`src/rtl/duty_cycle_meter_pkg.sv`:
```
// Shared types and constants for the duty-cycle meter: FSM states, percent scaling
// and the divider width helper.
package duty_meter_pkg;

  typedef enum logic [1:0] {
    IDLE    = 2'd0,
    ARM     = 2'd1,
    MEASURE = 2'd2
  } state_t;

  localparam int unsigned PCT_W     = 7;
  localparam int unsigned PCT_SCALE = 100;

  function automatic int unsigned div_width(input int unsigned cnt_w);
    return cnt_w + PCT_W;
  endfunction

endpackage

```
`src/rtl/duty_cycle_meter_if.sv`:
```
// Measurement bus of the duty-cycle meter: control/sample inputs and result outputs.
interface duty_cycle_meter_if #(
  parameter int unsigned CNT_W = 16
);

  logic                            enable;
  logic                            sig_in;
  logic [CNT_W-1:0]                period_cnt;
  logic [CNT_W-1:0]                high_cnt;
  logic [duty_meter_pkg::PCT_W-1:0] duty_pct;
  logic                            meas_valid;
  logic                            stalled;
  logic                            overrun;

  modport master (
    output enable, sig_in,
    input  period_cnt, high_cnt, duty_pct, meas_valid, stalled, overrun
  );

  modport slave (
    input  enable, sig_in,
    output period_cnt, high_cnt, duty_pct, meas_valid, stalled, overrun
  );

endinterface

```
`src/rtl/duty_cycle_meter_div.sv`:
```
// Sequential restoring unsigned divider, one quotient bit per cycle; a zero divisor
// yields a zero quotient.
module duty_meter_div
  import duty_meter_pkg::*;
#(
  parameter int unsigned DVD_W = 23,
  parameter int unsigned DVS_W = 16
) (
  input  logic             clk,
  input  logic             rst_n,
  input  logic             i_abort,
  input  logic             i_start,
  input  logic [DVD_W-1:0] i_dividend,
  input  logic [DVS_W-1:0] i_divisor,
  output logic             o_busy,
  output logic             o_done,
  output logic [DVD_W-1:0] o_quotient
);

  localparam int unsigned          ITER_W    = $clog2(DVD_W) + 1;
  localparam logic [ITER_W-1:0]    LAST_ITER = ITER_W'(DVD_W - 1);

  logic [DVD_W-1:0]  r_quo;
  logic [DVS_W-1:0]  r_rem;
  logic [DVS_W-1:0]  r_dvs;
  logic [ITER_W-1:0] r_iter;
  logic              r_busy;
  logic              r_done;
  logic              r_dz;

  logic [DVS_W:0]    w_trial;
  logic              w_ge;
  logic [DVS_W-1:0]  w_diff;

  // Remainder stays below the divisor, so the restored value always fits DVS_W bits.
  assign w_trial = {r_rem, r_quo[DVD_W-1]};
  assign w_ge    = (w_trial >= {1'b0, r_dvs});
  assign w_diff  = DVS_W'(w_trial - {1'b0, r_dvs});

  always_ff @(posedge clk) begin
    if (!rst_n || i_abort) begin
      r_quo  <= '0;
      r_rem  <= '0;
      r_dvs  <= '0;
      r_iter <= '0;
      r_busy <= 1'b0;
      r_done <= 1'b0;
      r_dz   <= 1'b0;
    end else begin
      r_done <= 1'b0;
      if (i_start) begin
        r_quo  <= i_dividend;
        r_rem  <= '0;
        r_dvs  <= i_divisor;
        r_iter <= '0;
        r_busy <= 1'b1;
        r_dz   <= (i_divisor == '0);
      end else if (r_busy) begin
        r_quo  <= {r_quo[DVD_W-2:0], w_ge};
        r_rem  <= w_ge ? w_diff : w_trial[DVS_W-1:0];
        r_iter <= r_iter + ITER_W'(1);
        if (r_iter == LAST_ITER) begin
          r_busy <= 1'b0;
          r_done <= 1'b1;
        end
      end
    end
  end

  assign o_busy     = r_busy;
  assign o_done     = r_done;
  assign o_quotient = r_dz ? '0 : r_quo;

endmodule

```
`src/rtl/duty_cycle_meter.sv`:
```
// Duty-cycle meter: syncs sig_in, measures period/high time, divides for percent.
// Define DUTY_METER_AVG_EN to report the average of every four periods instead.
module duty_cycle_meter
  import duty_meter_pkg::*;
#(
  parameter int unsigned CNT_W   = 16,
  parameter int unsigned TIMEOUT = 65535
) (
  input  logic               clk,
  input  logic               rst_n,
  duty_cycle_meter_if.slave  bus
);

  localparam int unsigned       DW       = div_width(CNT_W);
  localparam logic [CNT_W-1:0]  TMO_LAST = CNT_W'(TIMEOUT - 1);

  state_t           r_state;
  logic             r_s1, r_s2, r_s3;
  logic [CNT_W-1:0] r_cnt;
  logic [CNT_W-1:0] r_hi_cap;
  logic [CNT_W-1:0] r_per_cap;
  logic [CNT_W-1:0] r_hc_cap;
  logic [CNT_W-1:0] r_tmo;
  logic [CNT_W-1:0] r_period;
  logic [CNT_W-1:0] r_high;
  logic [PCT_W-1:0] r_duty;
  logic             r_valid;
  logic             r_stalled;
  logic             r_overrun;

  logic             w_rise, w_fall, w_edge;
  logic             w_active, w_timeout, w_period_done;
  logic             w_launch, w_start, w_abort;
  logic [CNT_W-1:0] w_launch_per, w_launch_hc;
  logic [DW-1:0]    w_dividend, w_quo;
  logic             w_div_busy, w_div_done;
  logic [PCT_W-1:0] w_duty;

  assign w_rise        = r_s2 & ~r_s3;
  assign w_fall        = ~r_s2 & r_s3;
  assign w_edge        = w_rise | w_fall;
  assign w_active      = bus.enable && (r_state != IDLE);
  // Once stalled has been reported the timeout stays quiet until the next edge.
  assign w_timeout     = w_active && !r_stalled && !w_edge && (r_tmo == TMO_LAST);
  assign w_period_done = bus.enable && (r_state == MEASURE) && w_rise;

`ifdef DUTY_METER_AVG_EN
  logic [CNT_W+1:0] r_acc_per, r_acc_hc;
  logic [CNT_W+1:0] w_sum_per, w_sum_hc;
  logic [1:0]       r_nper;

  assign w_sum_per    = r_acc_per + (CNT_W+2)'(r_cnt);
  assign w_sum_hc     = r_acc_hc + (CNT_W+2)'(r_hi_cap);
  assign w_launch     = w_period_done && (r_nper == 2'd3);
  assign w_launch_per = CNT_W'(w_sum_per >> 2);
  assign w_launch_hc  = CNT_W'(w_sum_hc >> 2);

  always_ff @(posedge clk) begin
    if (!rst_n || !bus.enable || (r_state != MEASURE) || w_timeout) begin
      r_acc_per <= '0;
      r_acc_hc  <= '0;
      r_nper    <= '0;
    end else if (w_rise) begin
      if (r_nper == 2'd3) begin
        r_acc_per <= '0;
        r_acc_hc  <= '0;
        r_nper    <= '0;
      end else begin
        r_acc_per <= w_sum_per;
        r_acc_hc  <= w_sum_hc;
        r_nper    <= r_nper + 2'd1;
      end
    end
  end
`else
  assign w_launch     = w_period_done;
  assign w_launch_per = r_cnt;
  assign w_launch_hc  = r_hi_cap;
`endif

  assign w_start    = w_launch && !w_div_busy;
  assign w_abort    = !bus.enable || w_timeout;
  assign w_dividend = DW'(w_launch_hc) * DW'(PCT_SCALE);
  assign w_duty     = (w_quo > DW'(PCT_SCALE)) ? PCT_W'(PCT_SCALE) : w_quo[PCT_W-1:0];

  duty_meter_div #(
    .DVD_W (DW),
    .DVS_W (CNT_W)
  ) u_div (
    .clk        (clk),
    .rst_n      (rst_n),
    .i_abort    (w_abort),
    .i_start    (w_start),
    .i_dividend (w_dividend),
    .i_divisor  (w_launch_per),
    .o_busy     (w_div_busy),
    .o_done     (w_div_done),
    .o_quotient (w_quo)
  );

  always_ff @(posedge clk) begin
    if (!rst_n) begin
      r_state   <= IDLE;
      r_s1      <= 1'b0;
      r_s2      <= 1'b0;
      r_s3      <= 1'b0;
      r_cnt     <= '0;
      r_hi_cap  <= '0;
      r_per_cap <= '0;
      r_hc_cap  <= '0;
      r_tmo     <= '0;
      r_period  <= '0;
      r_high    <= '0;
      r_duty    <= '0;
      r_valid   <= 1'b0;
      r_stalled <= 1'b0;
      r_overrun <= 1'b0;
    end else begin
      r_s1    <= bus.sig_in;
      r_s2    <= r_s1;
      r_s3    <= r_s2;
      r_valid <= 1'b0;

      if (w_start) begin
        r_per_cap <= w_launch_per;
        r_hc_cap  <= w_launch_hc;
      end

      if (w_div_done && bus.enable && !w_timeout) begin
        r_period <= r_per_cap;
        r_high   <= r_hc_cap;
        r_duty   <= w_duty;
        r_valid  <= 1'b1;
      end

      if (!bus.enable) begin
        r_state   <= IDLE;
        r_cnt     <= '0;
        r_hi_cap  <= '0;
        r_tmo     <= '0;
        r_stalled <= 1'b0;
      end else begin
        case (r_state)
          IDLE: begin
            r_cnt     <= '0;
            r_hi_cap  <= '0;
            r_stalled <= 1'b0;
            r_state   <= ARM;
          end
          ARM: begin
            if (w_rise) begin
              r_state   <= MEASURE;
              r_cnt     <= CNT_W'(1);
              r_stalled <= 1'b0;
            end
          end
          MEASURE: begin
            if (w_rise)             r_cnt <= CNT_W'(1);
            else if (r_cnt != '1)   r_cnt <= r_cnt + CNT_W'(1);
            if (w_fall)             r_hi_cap <= r_cnt;
            if (w_launch && w_div_busy) r_overrun <= 1'b1;
          end
          default: r_state <= IDLE;
        endcase

        if (r_state == IDLE || w_edge || w_timeout || r_stalled) r_tmo <= '0;
        else                                                    r_tmo <= r_tmo + CNT_W'(1);

        if (w_timeout) begin
          r_state   <= ARM;
          r_cnt     <= '0;
          r_stalled <= 1'b1;
          r_period  <= '0;
          r_high    <= '0;
          r_duty    <= r_s2 ? PCT_W'(PCT_SCALE) : '0;
          r_valid   <= 1'b1;
        end
      end
    end
  end

  assign bus.period_cnt = r_period;
  assign bus.high_cnt   = r_high;
  assign bus.duty_pct   = r_duty;
  assign bus.meas_valid = r_valid;
  assign bus.stalled    = r_stalled;
  assign bus.overrun    = r_overrun;

endmodule

```
`src/flat_wrapper.sv`:
```
// flat-port wrapper written by rule: the top's interface ports become plain ports
module duty_cycle_meter_flat import duty_meter_pkg::*;
#(
  parameter int unsigned CNT_W   = 16,
  parameter int unsigned TIMEOUT = 65535
)
  (clk, rst_n, bus_enable, bus_sig_in, bus_period_cnt, bus_high_cnt, bus_duty_pct, bus_meas_valid, bus_stalled, bus_overrun);
  duty_cycle_meter_if #(.CNT_W(CNT_W)) bus_i ();
  input  logic clk;
  input  logic rst_n;
  input wire logic [$bits(bus_i.enable)-1:0] bus_enable;
  input wire logic [$bits(bus_i.sig_in)-1:0] bus_sig_in;
  output wire logic [$bits(bus_i.period_cnt)-1:0] bus_period_cnt;
  output wire logic [$bits(bus_i.high_cnt)-1:0] bus_high_cnt;
  output wire logic [$bits(bus_i.duty_pct)-1:0] bus_duty_pct;
  output wire logic [$bits(bus_i.meas_valid)-1:0] bus_meas_valid;
  output wire logic [$bits(bus_i.stalled)-1:0] bus_stalled;
  output wire logic [$bits(bus_i.overrun)-1:0] bus_overrun;
  assign bus_i.enable = bus_enable;
  assign bus_i.sig_in = bus_sig_in;
  assign bus_period_cnt = bus_i.period_cnt;
  assign bus_high_cnt = bus_i.high_cnt;
  assign bus_duty_pct = bus_i.duty_pct;
  assign bus_meas_valid = bus_i.meas_valid;
  assign bus_stalled = bus_i.stalled;
  assign bus_overrun = bus_i.overrun;
  duty_cycle_meter #(.CNT_W(CNT_W), .TIMEOUT(TIMEOUT)) u_core (.clk(clk), .rst_n(rst_n), .bus(bus_i));
endmodule
```
`config.mk`:
```
export PLATFORM = sky130hd
export DESIGN_NAME = duty_cycle_meter_flat
export DESIGN_NICKNAME = d
export VERILOG_FILES = /design/src/rtl/duty_cycle_meter_pkg.sv /design/src/rtl/duty_cycle_meter_if.sv /design/src/rtl/duty_cycle_meter_div.sv /design/src/rtl/duty_cycle_meter.sv /design/src/flat_wrapper.sv
export SDC_FILE = /design/constraint.sdc
export NUM_CORES = 1
export LEC_CHECK = 0
export BUFFER_PORTS_ARGS = -buffer_cell sky130_fd_sc_hd__buf_2
export CORE_UTILIZATION = 40
export DETAILED_ROUTE_END_ITERATION = 16
export SLEW_MARGIN = 30
export SYNTH_ARGS = -nofsm -noshare
export SYNTH_HDL_FRONTEND = slang
export SYNTH_HIERARCHICAL = 1
export SYNTH_SLANG_ARGS = --single-unit
```
`constraint.sdc`:
```
create_clock -name clk -period 4.5 [get_ports clk]
set_input_delay 0 -clock clk [delete_from_list [all_inputs] [get_ports clk]]
set_output_delay 0 -clock clk [all_outputs]
set_load 0.01 [all_outputs]
```
# Word-level counts from Yosys, hierarchy flattened
# Cells that the tools add are included.
# totals
register_bits	191
output_inout_bits	42
inputBits	4
# classes
n_reduce_logical	39
n_lt_le_gt_ge	2
n_addsub	4
n_bitwise	9
n_mul	1
n_eq_ne	10
mux	34
# ops
op	n
$mux 16	11
$mux 23	3
$pmux 16 s3	1
$mux 7	5
$add 16x1->16 const B	2
$pmux 16 s2	1
$gt 23x7->1 const B	1
$mul 16x5->21 const B	1
$ge 17x16->1	1
$eq 16x16->1 const B	1
$logic_not 16->1	1
$ne 16x16->1 const B	1
$sub 16x16->16	1
$logic_and 1x1->1	10
$mux 1	10
$reduce_and 2->1	5
$reduce_or 3->1	3
$add 6x1->6 const B	1
$eq 6x5->1 const B	1
$logic_not 1->1	6
$ne 2x1->1 const B	3
$not 1->1	6
$pmux 2 s3	1
$reduce_and 3->1	2
13 further kinds	21

# Depth between registers and ports, before layout
# depth
depth_word	11
depth_mapped	14
mapped_depth_nobuf	14

# Hierarchy
# Netlist, hierarchy kept.
# by_module_without_submodules
module	cells_each	instances	area_per_inst_um2
duty_cycle_meter	815	1	6787.8
duty_meter_div	471	1	3838.7

# Worst setup path before layout
# No wires, ideal clock.
# synth_timing
kind	register to register
start	register u_core.r_hi_cap[6]
end	register u_core.u_div.r_quo[22]
path_stages_with_launch	15
setup_slack_ns	1.313
period_less_slack_ns	3.187
arrival_time_ns	3.122
n_path_buf	0
setup_time_ns	0.065
required_time_ns	4.435
path_cell_list	dfxtp_1 ha_1 ha_1 inv_1 fa_1 inv_1 ha_1 o21a_1 o211ai_1 a21oi_1 o31a_1 or2_1 a222oi_1 a21oi_1 nor2_1
# synth_between
elab_chain_len	2
# synth_lines
element	line	source
start, declared	duty_cycle_meter.sv:20	logic [CNT_W-1:0] r_hi_cap;
start signal, assigned	duty_cycle_meter.sv:160	if (w_fall) r_hi_cap <= r_cnt;
$mul 16x5->21	duty_cycle_meter.sv:83	assign w_dividend = DW'(w_launch_hc) * DW'(PCT_SCALE);
net u_core.w_dividend[22]	duty_cycle_meter.sv:35	logic [DW-1:0] w_dividend, w_quo;
$mux 23	duty_cycle_meter_div.sv:51	if (i_start) begin
end signal, assigned	duty_cycle_meter_div.sv:52	r_quo <= i_dividend;
end signal, assigned	duty_cycle_meter_div.sv:59	r_quo <= {r_quo[DVD_W-2:0], w_ge};
end, declared	duty_cycle_meter_div.sv:23	logic [DVD_W-1:0] r_quo;
# The timed path passes the listed nets, and every way through them passes these cells.
# A chain may end at the register's enable or synchronous reset.

# Worst setup path after layout
# layout_timing
start	register u_core.r_hi_cap[6]
end	register u_core.u_div.r_quo[20]
# The elaborated chain is that of the path after synthesis.

==> impl_metrics.csv <==
group,metric,value,unit
critical_path,crit_path_cell_trace,"ha_1, ha_1, inv_1, fa_1, inv_1, ha_1, o21a_1, o211ai_1, a21oi_1, o31a_1, o41ai_1, xnor2_1, a21oi_1, nor2_1",
synthesis,yosys_warnings,6,
min_path,worst_hold_path.num_cells,3,
clock_network,cts_sink_count,191,
critical_path,worst_path_max_stage_delay,0.50,ns
min_path,min-delay-path-class,"in -> reg",
synthesis,post_synth_xor_area_fraction,3.21,%
routing,detailroute.via_count,8661,
clock_network,number_of_cts_inserted_buffers,17,
power_and_ir_drop,power_report.internal_total,2.51,mW
routing,detail_route.drc_violations,1,
synthesis,synthesis.instances,1286,
synthesis,count_of_flip_flops_with_a_built_in_enable_after_synthesis,0,
critical_path,worst-path-stages,14,
synthesis,synth_adder_area_share,11.7,%
status,violations,"DRC",
critical_path,critical_path_buf_inv_count,2,
critical_path,timing_worst_setup_path_type,"reg -> reg",
power_and_ir_drop,power.static_leakage,4.78,nW
synthesis,synthDominantCellAreaShare,36.0,%
sta,final.setup_skew,0.0100,ns
floorplan,floorplan.die.height,165,um
power_and_ir_drop,power.density_cell_area,286,nW/um2
floorplan,core_region_area,26100,um2
synthesis,synth.yosys.seq_area_share,36.0,%
power_and_ir_drop,power.share.combinational,2.2,%
routing,met1_wire_length,11900,um
sta,totalNegativeSetupSlack,0,ns
critical_path,critPathArrivalTime,3.81,ns
power_and_ir_drop,p_seq_share,50.9,%
power_and_ir_drop,vdd.ir_drop.worst,0.187,mV
sta,maxSlewViolCount,0,
critical_path,crit_path_start_kind,"flop",
placed_design,place.port_buffers,45,
grt,grt-ovfl-total,0,
grt,pin_count_of_the_biggest_net_entering_global_routing,71,
clock_network,cts_root_buffer,"clkbuf_16",
routing,aggregate_routed_wire_length,24900,um
sta,setup_viol,0,
synthesis,synthesized_area_fraction_occupied_by_ao_oa_aoi_and_oai_cells,17.0,%
synthesis,yosys.area_share.simple,21.6,%
clock_network,ctsLongestPathBuffers,2,
grt,globalRouteTotalUtil,19.0,%
clock_network,clkLatencyLatePin,0.44,ns
finish,nets,1387,
sta,fmax,287,MHz
synthesis,synth_area_leaders,"dfxtp_1 (36%), ha_1 (9.4%), nand2_1 (5.7%), a21oi_1 (5.5%), nor2_1 (4.9%)",
power_and_ir_drop,power.clock.fraction,46.9,%
synthesis,synth.area.mux_share,4.52,%
routing,met3RoutedLength,886,um
routing,initialDrtViolationCount,492,
placed_design,routabilityCongestion,0.787,
sta,finalHoldViolCount,0,
synthesis,synth.cell_area,10600,um2
finish,final_area,11600,um2
floorplan,die_width,165,um
placed_design,placed_area,11000,um2
critical_path,critical-path-top-delay-family,"adder cells",
sta,slew_hr,39.9,%
routing,antenna_violating_nets_left,0,
synthesis,mean_syn_cell_area,8.26,um2
sta,min_period,3.49,ns
grt,via_count_of_the_first_global_routing_pass,8024,
clock_network,count_of_cells_resized_by_post_cts_repair,0,
routing,detail_route.vias_per_cell,5.28,
clock_network,post_cts_buffers,0,
synthesis,postSynthRegisterBits,191,
sta,rsz0062_at_grt,"false",
sta,tightest_slew,0.901,ns
run,drv.max_cap_violation_count,0,
finish,insertedDiodeCount,0,
finish,share_of_layout_cells_above_drive_strength_1,8.05,%
clock_network,tritoncts_clock_tree,"built",
routing,highest-signal-layer,"met4",
synthesis,yosys_most_used_dff,"dfxtp_1",
routing,first_pass_iters,11,
finish,area_growth,9.44,%
clock_network,clk_transition_reported_paths,0.08,ns
synthesis,synthDistinctLibCells,73,
synthesis,postSynth.asyncResetShare,0,%
status,status,"complete, but fails checks",
critical_path,endpoint_kind,"flop",
floorplan,initial_core_util,40.8,%
grt,first_pass_grt_wire_length,40900,um
routing,route.met2.wl,11800,um
placed_design,dp_hpwl,17500,um
power_and_ir_drop,switchingPower,818,uW
critical_path,crit_path_frequent_cell,"ha_1",
routing,post_drt_wl_per_cell,15.2,um
power_and_ir_drop,sw_frac_of_total,24.6,%
critical_path,worstPathMaxFanout,5,
floorplan,die_area,27200,um2
synthesis,synth_top_family_by_area,"simple AND/OR/NAND/NOR gates",
synthesis,ys_top_cells_by_count,"dfxtp_1 (191), nand2_1 (162), nor2_1 (139), a21oi_1 (117), inv_1 (81)",
sta,period_share,77.5,%
floorplan,design.portCount,46,
critical_path,critical_path_required,4.82,ns
floorplan,row_count,59,
grt,grt_antenna_before_repair,0,
synthesis,yosys.cell_count.top_type,"dfxtp_1",
clock_network,cts_htree_levels,4,
synthesis,synth_area_leader_cell,"dfxtp_1",
critical_path,r2r_cells,14,
critical_path,critical_path.slowest_cell,"fa_1",
finish,layout.core_utilization,44.6,%
[path summary, 6_finish.rpt]
path                                   startpoint  slack (ns)                             endpoint
setup / recovery  u_core/r_hi_cap[6]$_SDFFE_PN0P_        1.01  u_core/u_div/r_quo[20]$_SDFFE_PP0P_
hold / removal                         bus_enable        0.04        u_core/r_cnt[14]$_SDFFE_PP0P_
setup reg to reg  u_core/r_hi_cap[6]$_SDFFE_PN0P_        1.01  u_core/u_div/r_quo[20]$_SDFFE_PP0P_
hold reg to reg            u_core/r_s1$_SDFF_PN0_        0.45               u_core/r_s2$_SDFF_PN0_
[cell families (layout without fill, tap and decap cells)]
logic type | count (synthesis) | after routing
buf+inv | 150 | 167
fa+ha+maj | 92 | 92
xor+xnor | 39 | 39
simple gates | 479 | 479
other cells | 1 | 2
flops | 191 | 191
compound gates | 286 | 286
mux | 48 | 48
[routing by layer]
layer,GRT usage (%),up-vias
met5,0,-
met1,25.4,4065
met3,2.18,28
li1,-,4415
met4,6.13,0
met2,31.6,153
[state kept, by name, indices dropped and copies added, names as in the netlist, 7 cells and up]
register	count
u_core/r_hi_cap	16
u_core/u_div/r_quo	23
u_core/bus.duty_pct	7
u_core/u_div/r_rem	16
u_core/bus.high_cnt	16
u_core/r_tmo	16
u_core/u_div/r_dvs	16
u_core/r_per_cap	16
u_core/r_hc_cap	16
u_core/bus.period_cnt	16
u_core/r_cnt	16
[power by group through the flow]
| stage | Clock [mW] | Sequential (mW) | Combinational, mW |
|---|---|---|---|
| 2_1_floorplan | 0 | 1.73 | 0.0561 |
| 3_3_place_gp | 0 | 1.73 | 0.0718 |
| 3_5_place_dp | 0 | 1.73 | 0.0714 |
| 4_1_cts | 1.60 | 1.69 | 0.0723 |
| 5_1_grt | 1.67 | 1.69 | 0.0807 |
| 6_report | 1.56 | 1.69 | 0.0723 |
[per-stage QoR]
stage               power (mW)  hold WS (ns)  worst slack, ns  cells
finish                    3.33        0.0353             1.01   1639
global route              3.44        0.0300            0.721   1639
CTS                       3.37        0.0121            0.992   1639
detailed placement        1.80         0.211             1.04   1606
global placement          1.81         0.223             1.10   1606
floorplan                 1.79         0.127             1.31   1287
[layout make-up]
class	instances	area [um2]
flip-flops and latches	191	3820
inverters	81	304
fillers	2623	14400
multi-input cells	946	6170
repair buffers	54	308
well taps	335	419
clock inverters	15	176
clock buffers	17	425
[tightest hold or removal path: cells and delay by family]
kind	cells	cell delay [ns]
AOI/OAI and AO/OA	1	0.04
and+or+nand+nor	1	0.21
buffers and inverters	1	0.17
[cells in the final DEF (no fill, tap or decap), drive strengths merged, types with 17 or more instances in the layout]
cell type,n
xor2,25
buf,53
nor2b,33
nand2,163
nand3,27
ha,80
o21ai,53
nor2,139
nand4,22
clkbuf,17
mux2i,48
a21boi,35
a21oi,121
inv,87
dfxtp,191
[what timing repair did]
action	CTS	global route
hold endpoints to repair	1	0
setup endpoints to repair	0	0
hold buffers	1	0
No activity file was read; power rests on OpenSTA's default activity.
